## config.mk

```make
export PLATFORM = sky130hd
export DESIGN_NAME = des_f_serial
export DESIGN_NICKNAME = d
export VERILOG_FILES = /design/src/rtl/des_f_serial.sv
export SDC_FILE = /design/constraint.sdc
export NUM_CORES = 1
export LEC_CHECK = 0
export ABC_CLOCK_PERIOD_IN_PS = 4450
export BUFFER_PORTS_ARGS = -buffer_cell sky130_fd_sc_hd__buf_2
export CAP_MARGIN = 20
export CORE_MARGIN = 10
export CORE_UTILIZATION = 50
export CTS_CLUSTER_DIAMETER = 100
export DETAILED_ROUTE_END_ITERATION = 12
export PLACE_DENSITY = 0.7
export SYNTH_ARGS = -nofsm -noshare
export SYNTH_HDL_FRONTEND = slang
export SYNTH_SLANG_ARGS = --single-unit
```

## constraint.sdc

```tcl
create_clock -name clk -period 4.45 [get_ports clk]
set_input_delay 0.445 -clock clk [delete_from_list [all_inputs] [get_ports clk]]
set_output_delay 0.445 -clock clk [all_outputs]
set_load 0.01 [all_outputs]
```

## src/rtl/des_f_serial.sv

```systemverilog
// -----------------------------------------------------------------------------
// des_f_serial -- sequential DES round function f(R, K)
//
// Computes P(S(E(R) ^ K)), evaluating one S-box per cycle so a single 6-bit
// chunk path and a single 4-bit collect path are shared by all eight boxes.
// Operands arrive and results leave through valid/ready handshakes.
//
// Bit numbering: port bit [n] of a W-bit vector is FIPS 46-3 bit W+1-n, so
// the MSB of every vector is FIPS bit 1.
//
// Modules in this file:
//   sbox1 .. sbox8  -- DES S-box lookups, Bin[6:1] -> BSout[4:1]
//   des_f_serial    -- top level
//
// des_f_serial ports:
//   clk        in   1   rising-edge clock
//   rst        in   1   asynchronous active-high reset
//   in_valid   in   1   r_in / k_in valid
//   in_ready   out  1   block can accept an operand (IDLE only)
//   r_in       in  32   R half
//   k_in       in  48   round subkey
//   out_valid  out  1   f_out valid (DONE only)
//   out_ready  in   1   consumer accepts f_out
//   f_out      out 32   f(R, K)
// -----------------------------------------------------------------------------

// S-box lookups. Each ROM constant holds the 64 four-bit entries of one
// FIPS S-box in row-major order (row 0 column 0 in the top nibble). The row
// is formed from the outer bits b1/b6, the column from b2..b5. Address a
// lives at bit offset 4*(63-a), which is simply {~a, 2'b00}.

module sbox1 (
  input  logic [6:1] Bin,
  output logic [4:1] BSout
);
  localparam logic [255:0] SBOX_ROM =
    256'hE4D12FB83A6C5907_0F74E2D1A6CB9538_41E8D62BFC973A50_FC8249175B3EA06D;
  assign BSout = SBOX_ROM[{~{Bin[6], Bin[1], Bin[5:2]}, 2'b00} +: 4];
endmodule

module sbox2 (
  input  logic [6:1] Bin,
  output logic [4:1] BSout
);
  localparam logic [255:0] SBOX_ROM =
    256'hF18E6B34972DC05A_3D47F28EC01A69B5_0E7BA4D158C6932F_D8A13F42B67C05E9;
  assign BSout = SBOX_ROM[{~{Bin[6], Bin[1], Bin[5:2]}, 2'b00} +: 4];
endmodule

module sbox3 (
  input  logic [6:1] Bin,
  output logic [4:1] BSout
);
  localparam logic [255:0] SBOX_ROM =
    256'hA09E63F51DC7B428_D709346A285ECBF1_D6498F30B12C5AE7_1AD069874FE3B52C;
  assign BSout = SBOX_ROM[{~{Bin[6], Bin[1], Bin[5:2]}, 2'b00} +: 4];
endmodule

module sbox4 (
  input  logic [6:1] Bin,
  output logic [4:1] BSout
);
  localparam logic [255:0] SBOX_ROM =
    256'h7DE3069A1285BC4F_D8B56F03472C1AE9_A690CB7DF13E5284_3F06A1D8945BC72E;
  assign BSout = SBOX_ROM[{~{Bin[6], Bin[1], Bin[5:2]}, 2'b00} +: 4];
endmodule

module sbox5 (
  input  logic [6:1] Bin,
  output logic [4:1] BSout
);
  localparam logic [255:0] SBOX_ROM =
    256'h2C417AB6853FD0E9_EB2C47D150FA3986_421BAD78F9C5630E_B8C71E2D6F09A453;
  assign BSout = SBOX_ROM[{~{Bin[6], Bin[1], Bin[5:2]}, 2'b00} +: 4];
endmodule

module sbox6 (
  input  logic [6:1] Bin,
  output logic [4:1] BSout
);
  localparam logic [255:0] SBOX_ROM =
    256'hC1AF92680D34E75B_AF427C9561DE0B38_9EF528C3704A1DB6_432C95FABE17608D;
  assign BSout = SBOX_ROM[{~{Bin[6], Bin[1], Bin[5:2]}, 2'b00} +: 4];
endmodule

module sbox7 (
  input  logic [6:1] Bin,
  output logic [4:1] BSout
);
  localparam logic [255:0] SBOX_ROM =
    256'h4B2EF08D3C975A61_D0B7491AE35C2F86_14BDC37EAF680592_6BD814A7950FE23C;
  assign BSout = SBOX_ROM[{~{Bin[6], Bin[1], Bin[5:2]}, 2'b00} +: 4];
endmodule

module sbox8 (
  input  logic [6:1] Bin,
  output logic [4:1] BSout
);
  localparam logic [255:0] SBOX_ROM =
    256'hD2846FB1A93E50C7_1FD8A374C56B0E92_7B419CE206ADF358_21E74A8DFC90356B;
  assign BSout = SBOX_ROM[{~{Bin[6], Bin[1], Bin[5:2]}, 2'b00} +: 4];
endmodule

module des_f_serial (
  input  logic        clk,
  input  logic        rst,
  input  logic        in_valid,
  output logic        in_ready,
  input  logic [32:1] r_in,
  input  logic [48:1] k_in,
  output logic        out_valid,
  input  logic        out_ready,
  output logic [32:1] f_out
);

  typedef enum logic [1:0] {
    ST_IDLE = 2'd0,
    ST_RUN  = 2'd1,
    ST_DONE = 2'd2
  } state_t;

  // Expansion E, written out as a concatenation in FIPS output order.
  // FIPS input bit b is port bit r[33-b].
  function automatic logic [48:1] e_expand(input logic [32:1] r);
    return {r[1],  r[32], r[31], r[30], r[29], r[28],
            r[29], r[28], r[27], r[26], r[25], r[24],
            r[25], r[24], r[23], r[22], r[21], r[20],
            r[21], r[20], r[19], r[18], r[17], r[16],
            r[17], r[16], r[15], r[14], r[13], r[12],
            r[13], r[12], r[11], r[10], r[9],  r[8],
            r[9],  r[8],  r[7],  r[6],  r[5],  r[4],
            r[5],  r[4],  r[3],  r[2],  r[1],  r[32]};
  endfunction

  // Permutation P in FIPS output order; FIPS input bit b is s[33-b].
  function automatic logic [32:1] p_permute(input logic [32:1] s);
    return {s[17], s[26], s[13], s[12], s[4],  s[21], s[5],  s[16],
            s[32], s[18], s[10], s[7],  s[28], s[15], s[2],  s[23],
            s[31], s[25], s[9],  s[19], s[1],  s[6],  s[30], s[24],
            s[14], s[20], s[3],  s[27], s[11], s[22], s[29], s[8]};
  endfunction

  state_t      r_state;
  logic [48:1] r_x;          // E(R)^K, shifted left one chunk per RUN cycle
  logic [32:1] r_s;          // S-box results, collected MSB-nibble first
  logic [2:0]  r_idx;        // S-box being evaluated this cycle (0 = S1)
  logic        r_in_ready;
  logic        r_out_valid;

  logic [6:1]  w_chunk;
  logic [4:1]  w_bs [8];
  logic [4:1]  w_bs_sel;

  // The next chunk always sits at the top of r_x; every box sees it, and
  // r_idx picks which box's answer is meaningful this cycle.
  assign w_chunk = r_x[48:43];

  sbox1 u_sbox1 (.Bin(w_chunk), .BSout(w_bs[0]));
  sbox2 u_sbox2 (.Bin(w_chunk), .BSout(w_bs[1]));
  sbox3 u_sbox3 (.Bin(w_chunk), .BSout(w_bs[2]));
  sbox4 u_sbox4 (.Bin(w_chunk), .BSout(w_bs[3]));
  sbox5 u_sbox5 (.Bin(w_chunk), .BSout(w_bs[4]));
  sbox6 u_sbox6 (.Bin(w_chunk), .BSout(w_bs[5]));
  sbox7 u_sbox7 (.Bin(w_chunk), .BSout(w_bs[6]));
  sbox8 u_sbox8 (.Bin(w_chunk), .BSout(w_bs[7]));

  // 8:1 result mux.
  always_comb begin
    // NOTE: default assignment first so no path through the case leaves
    // w_bs_sel unassigned, which would infer a latch.
    w_bs_sel = 4'h0;
    case (r_idx)
      3'd0:    w_bs_sel = w_bs[0];
      3'd1:    w_bs_sel = w_bs[1];
      3'd2:    w_bs_sel = w_bs[2];
      3'd3:    w_bs_sel = w_bs[3];
      3'd4:    w_bs_sel = w_bs[4];
      3'd5:    w_bs_sel = w_bs[5];
      3'd6:    w_bs_sel = w_bs[6];
      default: w_bs_sel = w_bs[7];
    endcase
  end

  // Control and datapath in one process; handshake outputs are registered
  // so neither in_ready nor out_valid depends combinationally on any input.
  always_ff @(posedge clk or posedge rst) begin
    if (rst) begin
      // NOTE: r_x and r_s are plain flops, not a RAM, so they take a reset;
      // clearing r_s is what makes f_out read P(0) = 0 out of reset.
      r_state     <= ST_IDLE;
      r_x         <= '0;
      r_s         <= '0;
      r_idx       <= '0;
      r_in_ready  <= 1'b1;
      r_out_valid <= 1'b0;
    end else begin
      // NOTE: non-blocking assignments throughout, so every right-hand side
      // below reads the value from before this edge (r_x shifts while the
      // S-box sees the old top chunk).
      case (r_state)
        ST_IDLE: begin
          if (in_valid) begin
            r_x        <= e_expand(r_in) ^ k_in;
            r_s        <= '0;
            r_idx      <= '0;
            r_in_ready <= 1'b0;
            r_state    <= ST_RUN;
          end
        end

        ST_RUN: begin
          r_s   <= {r_s[28:1], w_bs_sel};
          r_x   <= {r_x[42:1], 6'b0};
          r_idx <= r_idx + 3'd1;
          if (r_idx == 3'd7) begin
            r_out_valid <= 1'b1;
            r_state     <= ST_DONE;
          end
        end

        ST_DONE: begin
          // r_s holds until the consumer takes the result. No new operand
          // is accepted in the handoff cycle; IDLE follows first.
          if (out_ready) begin
            r_out_valid <= 1'b0;
            r_in_ready  <= 1'b1;
            r_state     <= ST_IDLE;
          end
        end

        default: begin
          r_out_valid <= 1'b0;
          r_in_ready  <= 1'b1;
          r_state     <= ST_IDLE;
        end
      endcase
    end
  end

  assign in_ready  = r_in_ready;
  assign out_valid = r_out_valid;
  assign f_out     = p_permute(r_s);

endmodule

```

==> results.py <==
metrics = {
    "synth": {
        "synth.top_cells.by_area": "dfrtp_1 (28%), a21oi_1 (7.4%), o21ai_0 (6.9%), xor2_1 (5.2%), nor2b_1 (4.9%)",
        "synth_top_cell_by_area": "dfrtp_1",
        "ys_seq_area_share_pct": 28.1,
        "synth_area_per_cell_um2": 7.80,
        "synth_ff_type": "dfrtp_1",
        "ys_ff_latch": 87,
        "yosysWarnings": 0,
        "async_flop_share_pct": 100,
        "synth_top_area_share_pct": 27.8,
        "synth_edf_count": 0,
        "synth_cell_types": 80,
        "synth_common_cells": "a21oi_1 (114), o21ai_0 (107), dfrtp_1 (86)",
        "synth_nets": 1091,
        "yosys.cell_count.top_type": "a21oi_1",
        "synthCells": 993,
        "synth_area_um2": 7740,
    },
    "critical_path": {
        "critical_path_class": "register to register",
        "rr_worst_depth": 9,
        "worst_setup_path_end_kind": "register",
        "cp.required_ns": 4.68,
        "crit_path_max_incr_delay_ns": 0.80,
        "path_cells": "inv_1 -> ha_1 -> nor2b_1 -> o21ai_0 -> a31oi_1 -> a2111oi_0 -> a211oi_1 -> o221ai_1 -> a32o_1",
        "worstPathMaxFanout": 19,
        "critPathArrivalTime_ns": 4.09,
        "slowest_stage": "ha_1",
        "critPathLaunchType": "register",
    },
    "clocking": {
        "numCtsBuffers": 9,
        "path_clk_slew_ns": 0.07,
        "cts_setup_buffers": 0,
        "clk_path_buf_depth": 2,
        "clk_latency_ns": 0.35,
        "cts_tree": "built",
        "clock-sinks": 87,
        "cts.htree.levels": 3,
        "root_buffer": "clkbuf_16",
    },
    "timing": {
        "setup_slack_ns": 0.594,
        "fin_crit_sh_pct": 86.7,
        "setup_viol": 0,
        "slew_viol_final": 0,
        "slew_headroom_pct": 27.6,
        "hold_viol": 0,
        "tightest_slew_ns": 1.08,
        "fmax_mhz": 259,
        "rsz0062_at_grt": "false",
        "final.min_clock_period_ns": 3.86,
        "setup_tns_ns": 0,
        "finClkSkew_ns": 0.0100,
    },
    "final_layout": {
        "final_core_util_pct": 58.4,
        "nNetsFinal": 1165,
        "syn_to_final_growth_pct": 14.7,
        "n_fill_cell": 1400,
        "instances_no_fill": 1260,
        "n_antenna_cell": 0,
        "drive_gt1_share_pct": 19.8,
    },
    "outcome": {
        "status": "complete, no violations",
    },
    "global_route": {
        "grt_pass1_vias": 8459,
        "overflow": 0,
        "antenna_found_initial": 0,
        "grt_max_degree": 58,
        "grt_pass1_wl_um": 49900,
        "grt_usage_pct": 31.0,
    },
    "die": {
        "die_area_um2": 20900,
        "coreArea_um2": 15200,
        "num_io_pins": 118,
        "die_y_um": 144,
        "initial_core_util_pct": 50.9,
        "die_w_um": 144,
        "core.rowCount": 45,
    },
    "placement": {
        "post-place-cells": 1242,
        "gp_congestion": 1.13,
        "port-buffer-count": 117,
        "hpwl_um": 23600,
        "place_ws_ns": 0.814,
    },
    "worst_hold_path": {
        "whs_path_depth": 3,
        "worstHoldPathType": "input port to register",
    },
    "drt": {
        "final_antenna_net_count": 0,
        "wl_per_cell_um": 26.6,
        "drc": 0,
        "firstDrtPassIters": 6,
        "num_vias": 8954,
        "viasPerCell": 7.11,
        "wl_um": 33500,
        "first_iter_violations": 1707,
    },
    "run": {
        "maxCapViolCount": 0,
    },
    "pwr": {
        "p_leak_nw": 3.76,
        "ir_drop_mv": 0.488,
        "p_per_area_nw_per_um2": 921,
    },
}
==> per-stage QoR <==
step                      instance area, um2  power, mW  hold WS, ns
after floorplan                         7740       5.02        0.465
after global routing                    8880       8.53        0.409
after global placement                  8490       7.11        0.484
after detailed placement                8520       6.98        0.487
after CTS                               8840       7.85        0.320
final                                   8880       8.18        0.391
==> cells by family after synthesis <==
family,after synthesis,share of synthesized area (%)
buffers and inverters,122,7.03
xor gates and xnor gates,50,5.66
AOI/OAI and AO/OA,443,37.3
adders and majority gates,14,2.65
muxes,6,0.969
and+or+nand+nor,271,18.3
DFF,87,28.1
==> power breakdown <==
part | internal [mW] | total [mW] | switching (mW)
Combinational | 1.97 | 5.65 | 3.68
Clock | 0.500 | 0.840 | 0.340
Sequential | 1.13 | 1.69 | 0.559
==> state kept, by name, summed over array words and instances (netlist names) <==
name,flops
r_x,48
r_s,32
r_idx,3
r_state,2
in_ready,1
out_valid,1
==> critical path, delay by kind of cell, from the launching register on <==
family	cells	cell delay, ns
AOI/OAI and AO/OA	6	1.50
adders and majority gates	1	0.80
and+or+nand+nor	1	0.53
DFF	1	0.52
buffers and inverters	1	0.39
==> final cells by class <==
class                      count  area [um2]  share of cell area (%)
multi-input combinational    784        5040                    56.7
sequential                    87        2180                    24.6
timing repair buffer         171        1050                    11.8
tap                          188         235                    2.65
clock buffer                   9         225                    2.54
clock inverter                 7         103                    1.16
inverter                      14        53.8                   0.606
==> worst paths after layout <==
| check | end | slack, ns | startpoint |
|---|---|---|---|
| min in group asynchronous | r_x[39]$_DFFE_PP0P_ | 0.51 | rst |
| worst min-delay path | r_state[1]$_DFFE_PP0P_ | 0.39 | out_ready |
| worst max register to register | r_s[1]$_DFFE_PP0P_ | 0.59 | r_idx[1]$_DFFE_PP0P_ |
| max in group asynchronous | r_s[23]$_DFFE_PP0P_ | 3.03 | rst |
| worst max-delay path | r_s[1]$_DFFE_PP0P_ | 0.59 | r_idx[1]$_DFFE_PP0P_ |
| worst min register to register | r_x[6]$_DFFE_PP0P_ | 0.50 | r_x[6]$_DFFE_PP0P_ |
==> timing repair <==
item | 4_1_cts | 5_1_grt
resized for setup | 0 | 0
hold endpoints to repair | 0 | 4
hold buffers | 0 | 1
==> layer usage <==
metal	global-route usage [%]	vias to the layer above	routed length (um)
li1	-	3863	-
met1	39.4	4182	12500
met2	45.0	725	14600
met3	9.94	184	4170
met4	18.6	0	2250
met5	0	-	0
==> layout by cell type (no fill, tap or decap), drive strengths merged, types with 8 or more instances in the layout <==
cell type	instances
a211oi	12
a21oi	114
a221oi	8
a22o	28
a22oi	41
a31oi	23
buf	170
clkbuf	9
dfrtp	86
ha	10
inv	14
nand2	60
nand2b	12
nand3	15
nand4	15
nor2	61
nor2b	61
nor3	19
o2111ai	11
o211ai	10
o21ai	111
o22ai	8
xor2	46
Note: power is estimated with default switching activity, not from simulation.
